--- config.mk ---
export PLATFORM = sky130hd
export DESIGN_NAME = ula_serial_n_bits
export DESIGN_NICKNAME = d
export VERILOG_FILES = /design/src/rtl/ula_pkg.sv /design/src/rtl/ula_74181.sv /design/src/rtl/ula_serial_n_bits.sv
export SDC_FILE = /design/constraint.sdc
export NUM_CORES = 1
export LEC_CHECK = 0
export ABC_AREA = 1
export CAP_MARGIN = 10
export CORE_ASPECT_RATIO = 0.9
export CORE_MARGIN = 10
export CORE_UTILIZATION = 51
export DETAILED_ROUTE_END_ITERATION = 10
export PLACE_DENSITY_LB_ADDON = 0.2
export SETUP_SLACK_MARGIN = 0.02
export SYNTH_ARGS = -nofsm -noshare
export SYNTH_HDL_FRONTEND = slang
export SYNTH_SLANG_ARGS = --single-unit
--- constraint.sdc ---
create_clock -name clk -period 2.8 [get_ports clk]
set_input_delay 0.7 -clock clk [delete_from_list [all_inputs] [get_ports clk]]
set_output_delay 0.7 -clock clk [all_outputs]
set_load 0.03 [all_outputs]
--- src/rtl/ula_pkg.sv ---
// ----------------------------------------------------------------------------
// ula_pkg
// Shared definitions for the slice-serial ALU: slice width, FSM state type and
// the slice-count helper.
// ----------------------------------------------------------------------------
package ula_pkg;

   localparam int unsigned SLICE_W = 4;

   typedef enum logic {
      IDLE = 1'b0,
      RUN  = 1'b1
   } ula_state_t;

   function automatic int unsigned nslices(input int unsigned width);
      return width / SLICE_W;
   endfunction

endpackage

--- src/rtl/ula_74181.sv ---
// ----------------------------------------------------------------------------
// ula_74181
// One 4-bit 74181-style ALU slice, active-high data and active-high carry.
// Ports:
//   i_a, i_b  : slice operands
//   i_s       : function select
//   i_m       : mode, 1 = logic, 0 = arithmetic
//   i_cin     : carry into bit 0
//   o_f       : slice result
//   o_cout    : carry out of bit 3 (propagated in both modes)
// ----------------------------------------------------------------------------
module ula_74181
   import ula_pkg::*;
(
   input  logic [SLICE_W-1:0] i_a,
   input  logic [SLICE_W-1:0] i_b,
   input  logic [3:0]         i_s,
   input  logic               i_m,
   input  logic               i_cin,
   output logic [SLICE_W-1:0] o_f,
   output logic               o_cout
);

   logic [SLICE_W-1:0] w_p;
   logic [SLICE_W-1:0] w_g;
   logic [SLICE_W-1:0] w_h;
   logic [SLICE_W-1:0] w_c;
   logic               w_ripple;

   // Per-bit propagate/generate terms selected by S, as in the 74181 input stage.
   assign w_p = i_a | (i_b & {SLICE_W{i_s[0]}}) | (~i_b & {SLICE_W{i_s[1]}});
   assign w_g = (i_a & i_b & {SLICE_W{i_s[3]}}) | (i_a & ~i_b & {SLICE_W{i_s[2]}});
   assign w_h = w_p & ~w_g;

   // Ripple through a scalar so the carry vector has no self-dependency.
   always_comb begin
      w_c      = '0;
      w_ripple = i_cin;
      for (int unsigned i = 0; i < SLICE_W; i++) begin
         w_c[i]   = w_ripple;
         w_ripple = w_g[i] | (w_p[i] & w_ripple);
      end
   end

   assign o_f    = i_m ? ~w_h : (w_h ^ w_c);
   assign o_cout = w_ripple;

endmodule

--- src/rtl/ula_serial_n_bits.sv ---
// ----------------------------------------------------------------------------
// ula_serial_n_bits
// WIDTH-bit ALU built from one 4-bit ula_74181 slice, processed LS slice first
// over WIDTH/4 cycles with the inter-slice carry held in a flop.
// Ports:
//   clk, rst        : clock, asynchronous active-high reset
//   start           : request, accepted when busy is low
//   a, b, s, m, cin : operands, function select, mode, carry in (captured on accept)
//   busy            : operation in progress
//   done            : one-cycle pulse when f/cout/z have just been updated
//   f, cout, z      : registered result, top-slice carry, zero flag
// ----------------------------------------------------------------------------
module ula_serial_n_bits
   import ula_pkg::*;
#(
   parameter int unsigned WIDTH = 16
) (
   input  logic             clk,
   input  logic             rst,
   input  logic             start,
   input  logic [WIDTH-1:0] a,
   input  logic [WIDTH-1:0] b,
   input  logic [3:0]       s,
   input  logic             m,
   input  logic             cin,
   output logic             busy,
   output logic             done,
   output logic [WIDTH-1:0] f,
   output logic             cout,
   output logic             z
);

   localparam int unsigned NSLICES = nslices(WIDTH);
   localparam int unsigned CNT_W   = $clog2(NSLICES + 1);

   generate
      if ((WIDTH < SLICE_W) || ((WIDTH % SLICE_W) != 0)) begin : g_bad_width
         $error("ula_serial_n_bits: WIDTH must be a multiple of 4 and at least 4");
      end
   endgenerate

   ula_state_t         r_state;
   ula_state_t         w_next;
   logic [WIDTH-1:0]   r_a;
   logic [WIDTH-1:0]   r_b;
   logic [WIDTH-1:0]   r_acc;
   logic [WIDTH-1:0]   r_f;
   logic [WIDTH-1:0]   w_acc_next;
   logic [3:0]         r_s;
   logic               r_m;
   logic               r_c;
   logic               r_cout;
   logic               r_z;
   logic               r_done;
   logic [CNT_W-1:0]   r_cnt;
   logic [SLICE_W-1:0] w_slice_f;
   logic               w_slice_cout;
   logic               w_accept;
   logic               w_last;

   assign w_accept = (r_state == IDLE) && start;
   assign w_last   = (r_cnt == CNT_W'(NSLICES - 1));

   always_ff @(posedge clk or posedge rst) begin
      if (rst) r_state <= IDLE;
      else     r_state <= w_next;
   end

   always_comb begin
      w_next = r_state;
      case (r_state)
         IDLE:    if (start)  w_next = RUN;
         RUN:     if (w_last) w_next = IDLE;
         default: w_next = IDLE;
      endcase
   end

   ula_74181 u_slice (
      .i_a    (r_a[SLICE_W-1:0]),
      .i_b    (r_b[SLICE_W-1:0]),
      .i_s    (r_s),
      .i_m    (r_m),
      .i_cin  (r_c),
      .o_f    (w_slice_f),
      .o_cout (w_slice_cout)
   );

   // New slice enters at the top; after NSLICES shifts slice 0 sits at bit 0.
   assign w_acc_next = (r_acc >> SLICE_W) | (WIDTH'(w_slice_f) << (WIDTH - SLICE_W));

   always_ff @(posedge clk or posedge rst) begin
      if (rst) begin
         r_a    <= '0;
         r_b    <= '0;
         r_acc  <= '0;
         r_s    <= '0;
         r_m    <= 1'b0;
         r_c    <= 1'b0;
         r_cnt  <= '0;
         r_f    <= '0;
         r_cout <= 1'b0;
         r_z    <= 1'b1;
         r_done <= 1'b0;
      end else begin
         r_done <= 1'b0;
         if (w_accept) begin
            r_a   <= a;
            r_b   <= b;
            r_s   <= s;
            r_m   <= m;
            r_c   <= cin;
            r_acc <= '0;
            r_cnt <= '0;
         end else if (r_state == RUN) begin
            r_a   <= r_a >> SLICE_W;
            r_b   <= r_b >> SLICE_W;
            r_acc <= w_acc_next;
            r_c   <= w_slice_cout;
            r_cnt <= r_cnt + 1'b1;
            if (w_last) begin
               r_f    <= w_acc_next;
               r_cout <= w_slice_cout;
               r_z    <= (w_acc_next == '0);
               r_done <= 1'b1;
            end
         end
      end
   end

   assign busy = (r_state == RUN);
   assign done = r_done;
   assign f    = r_f;
   assign cout = r_cout;
   assign z    = r_z;

endmodule

[After elaboration in Yosys (flattened, before gate mapping)]
Cells that the tools add are included.
Storage, ports and cells
  input bits: 41
  register bits after elaboration: 77
  word-level logic and storage cells: 60
  output and inout port bits: 20
Cells by class
  equality and inequality tests: 1
  multiplexer cells: 17
  reduce and logical (&&, ||, !) cells: 4
  add/sub/neg operators: 1
  bitwise operators: 25
Operators by type and width (count)
  $mux 16: 6
  $and 4x4->4: 7
  $logic_not 16->1: 1
  $or 12x16->16: 1
  $not 4->4: 3
  $or 4x4->4: 3
  $mux 1: 7
  $mux 3: 2
  $and 1x1->1: 4
  $mux 4: 1
  $or 1x1->1: 4
  $xor 4x4->4: 1
  $add 3x1->3 const B: 1
  $eq 3x2->1 const B: 1
  $reduce_and 3->1: 1
  $not 1->1: 2
  $pmux 1 s2: 1
  $reduce_bool 2->1: 1
  $logic_and 1x1->1: 1

[Logic depth before layout (Yosys ltp)]
  depth after elaboration: 14
  depth in mapped cells: 13

[Cells and area by module]
Synthesis repeated with hierarchy kept, for this count alone.
Unflattened totals
  cell total of the unflattened synthesis: 355
  area, all modules: 3205.6 sq um
By module, submodules not included
  ula_serial_n_bits: cells an instance 302, times used 1, area an instance 2941.6 sq um
  ula_74181: cells an instance 53, times used 1, area an instance 264.0 sq um

[Worst setup path after synthesis]
Ideal clock, no wire load.
  path kind: input to register
  from: input port start
  to: register r_acc[12]
  path slack: 1.327 ns
  setup time: 0.083 ns
  required time: 2.717 ns
  stages: 4
  arrival: 1.390 ns
  buffers on the path: 1
  path through: nor2_1 -> inv_2 -> clkbuf_1 -> o22ai_1
On the way
  word-level cells in the longest chain between the ends: 2
  elaborated cells on any way between the ends: 3
  classes of those cells: mux: 1; reduce/logical: 2
Ends and longest elaborated chain
  from (decl): line ula_serial_n_bits.sv:20  | input logic start,
  $logic_and 1x1->1 (*): line ula_serial_n_bits.sv:61  | assign w_accept = (r_state == IDLE) && start;
  $mux 16 / $reduce_bool 2->1 (equally long branches)
  to (signal assigned): line ula_serial_n_bits.sv:117  | r_acc <= w_acc_next;
  to (decl): line ula_serial_n_bits.sv:46  | logic [WIDTH-1:0] r_acc;
Mark *: on every way between the ends. The rest lies on a longest branch, timed or not.
A chain may end at the register's enable or synchronous reset.

[Worst setup path in the final report]
  from: register r_state, in the netlist busy
  to: output port busy
RTL lines
  from (decl): line ula_serial_n_bits.sv:42  | ula_state_t r_state;
  from (signal assigned): line ula_serial_n_bits.sv:66  | else r_state <= w_next;
  to (decl): line ula_serial_n_bits.sv:26  | output logic busy,
No word-level cell between the ends.

==> reports/qor.yml <==
status: "finished clean"
cp_top_family: "buffers and inverters"
p_sw_share_pct: 40.69
grt_max_degree: 37
max_freq_mhz: 402.8
cp_max_fo: 13
clk_latency_ns: 0.35
synth_area_per_cell_um2: 9.223
drive_above_1_share_pct: 12.11
ios: 61
routedWlPerCell_um: 14.95
synth_cell_type_count: 30
die_h_um: 94.93
drt-initial-drc-count: 145
end_kind: "output pin"
fin_tns_setup_ns: 0
place.detailed.hpwl_um: 5288
path_depth: 1
via_per_inst: 5.274
grt_setup_unrepaired: "no"
finalMaxSlewViolations: 0
num_antenna_cells: 0
synth_cells: 345
wl_um: 7252
skew_ns: 0.01223
powerDensity_nw_per_um2: 1123
p_seq_share_pct: 37.6
syn-num-nets: 388
cts_tree: "yes"
nFillCells: 491
yosysWarnings: 0
p_int_uw: 2721
hold_path.class: "reg -> reg"
drt_first_pass_iters: 4
most-common-layout-cells: "98 x nand2_1, 72 x dfrtp_1, 60 x clkdlybuf4s50_1"
power.share.clock_pct: 19.1
clock_sinks: 73
hold_viol: 0
r2r_start: "busy"
h-tree-depth: 3
tightest_slew_ns: 0.6033
drcViolationCount: 0
reg2reg_slack_ns: 0.88
finalSetupViolCount: 0
critical_path_class: "reg -> out"
p_sw_uw: 1867
slowest_stage: "clkdlybuf4s50_1"
postCtsSetupBuffers: 0
fp.dieW_um: 103.3
ant_nets: 0
yosysSeqAreaShare_pct: 57.45
numPortBuffers: 60
syn_area_um2: 3182
coreArea_um2: 6081
initial_core_util_pct: 52.33
layout_worst_path_cycle_share_pct: 88.67
comb_power_share_pct: 43.3
arrival_ns: 1.78
crit_buf_inv: 1
cap_violations: 0
critPathLaunchType: "flip-flop"
grt_overflow: 0
critical-path-max-stage-delay_ns: 0.79
ir_drop_mv: 0.5359
hold_buffers: 0
final_common_cell: "nand2_1"
grt_pass1_vias: 2624
rows: 27
syn2layout_area_growth_pct: 28.43
fin_nets: 451
finalCriticalPeriod_ns: 2.483
clock-root-buffer: "clkbuf_8"
startpoint: "busy"
final_util_pct: 67.20
rr_endpoint: "z"
place_congestion: 0.8777
dr_total_vias: 2558
reg2regPathDepth: 8
grt_antenna_before_repair: 0
clk_pin_slew_ns: 0.08
crit_chain: "clkdlybuf4s50_1"
post_cts_resized: 0
grt_pass1_wl_um: 12610
slew_headroom_pct: 59.72
grt.total_usage_pct: 16.53
dieArea_um2: 9802
required_ns: 2.10
cts_buffers: 9
leakage_uw: 0.001890
endpoint: "busy"
ys_ff_latch: 73
clock_path_buffers: 2
whs_path_depth: 2
-- power by group through the flow --
stage / combinational (uW) / sequential [uW] / clock, uW
after global placement: 1950 / 1730 / 0
after CTS: 2010 / 1720 / 900
after floorplan: 1190 / 1900 / 0
final: 1990 / 1720 / 876
after global routing: 2250 / 1780 / 948
after detailed placement: 2000 / 1740 / 0
-- area by class of cell --
cell class | count | area (um^2) | area share [%]
Multi-Input combinational cell | 208 | 1107 | 27.10
Timing Repair Buffer | 67 | 665.6 | 16.29
Sequential cell | 73 | 1828 | 44.73
Inverter | 49 | 183.9 | 4.501
Clock buffer | 10 | 127.6 | 3.123
Tap cell | 72 | 90.09 | 2.205
Clock inverter | 6 | 83.83 | 2.051
-- layer usage --
metal	up-vias	track usage (%)	share of wire, %
li1	1272	-	-
met1	1216	21.23	44
met2	64	25.12	48
met3	6	6.861	7.1
met4	0	4.630	0.94
met5	-	0	0
-- worst min-delay path by stage --
| stage | start | end | slack (ns) |
|---|---|---|---|
| after floorplan | r_acc[15] | r_acc[15] | 0.45 |
| after CTS | z | z | 0.47 |
| after global placement | z | z | 0.46 |
| after global routing | f[14] | f[14] | 0.51 |
| after detailed placement | z | z | 0.46 |
| final | z | z | 0.47 |
-- registers in the layout, summed over array words and instances (netlist names) --
signal  cells
r_cnt       3
busy        1
done        1
r_s         4
r_a        16
z           1
r_m         1
cout        1
r_acc      12
r_c         1
r_b        16
f          16
-- per-stage QoR --
| stage | cells | hold slack (ns) | worst slack [ns] | instance area, um^2 | total power [uW] |
|---|---|---|---|---|---|
| finish | 485 | 0.4694 | 0.3172 | 4086 | 4588 |
| floorplan | 345 | 0.4491 | 0.2484 | 3182 | 3096 |
| global route | 485 | 0.5054 | 0.2420 | 4086 | 4971 |
| global placement | 469 | 0.4585 | 0.6799 | 3875 | 3681 |
| CTS | 485 | 0.4709 | 0.2931 | 4086 | 4636 |
| detailed placement | 469 | 0.4576 | 0.6877 | 3875 | 3739 |
-- synth_stat cells, drive strengths merged --
cell type,number,share of area (%)
a21oi,5,1.0
a22o,1,0.28
a22oi,3,0.71
a31oi,1,0.20
buf,5,0.79
clkbuf,10,1.2
dfrtp,72,57
dfstp,1,0.83
ha,2,0.79
inv,49,5.8
nand2,108,14
nand3,12,2.6
nand3b,1,0.24
nand4,4,0.98
nor2,4,0.47
nor3,2,0.31
o211ai,9,2.3
o21ai,31,5.2
o221ai,14,3.9
o22ai,11,2.2
-- kinds of logic (layout without fill, tap and decap cells) --
logic type / count (synthesis) / count (layout) / synth area share, %
buf+inv: 64 / 132 / 7.747
flops: 73 / 73 / 57.45
fa+ha+maj: 2 / 2 / 0.7863
simple gates: 131 / 131 / 18.29
compound gates: 75 / 75 / 15.73
(Power assumes the default switching activity.)
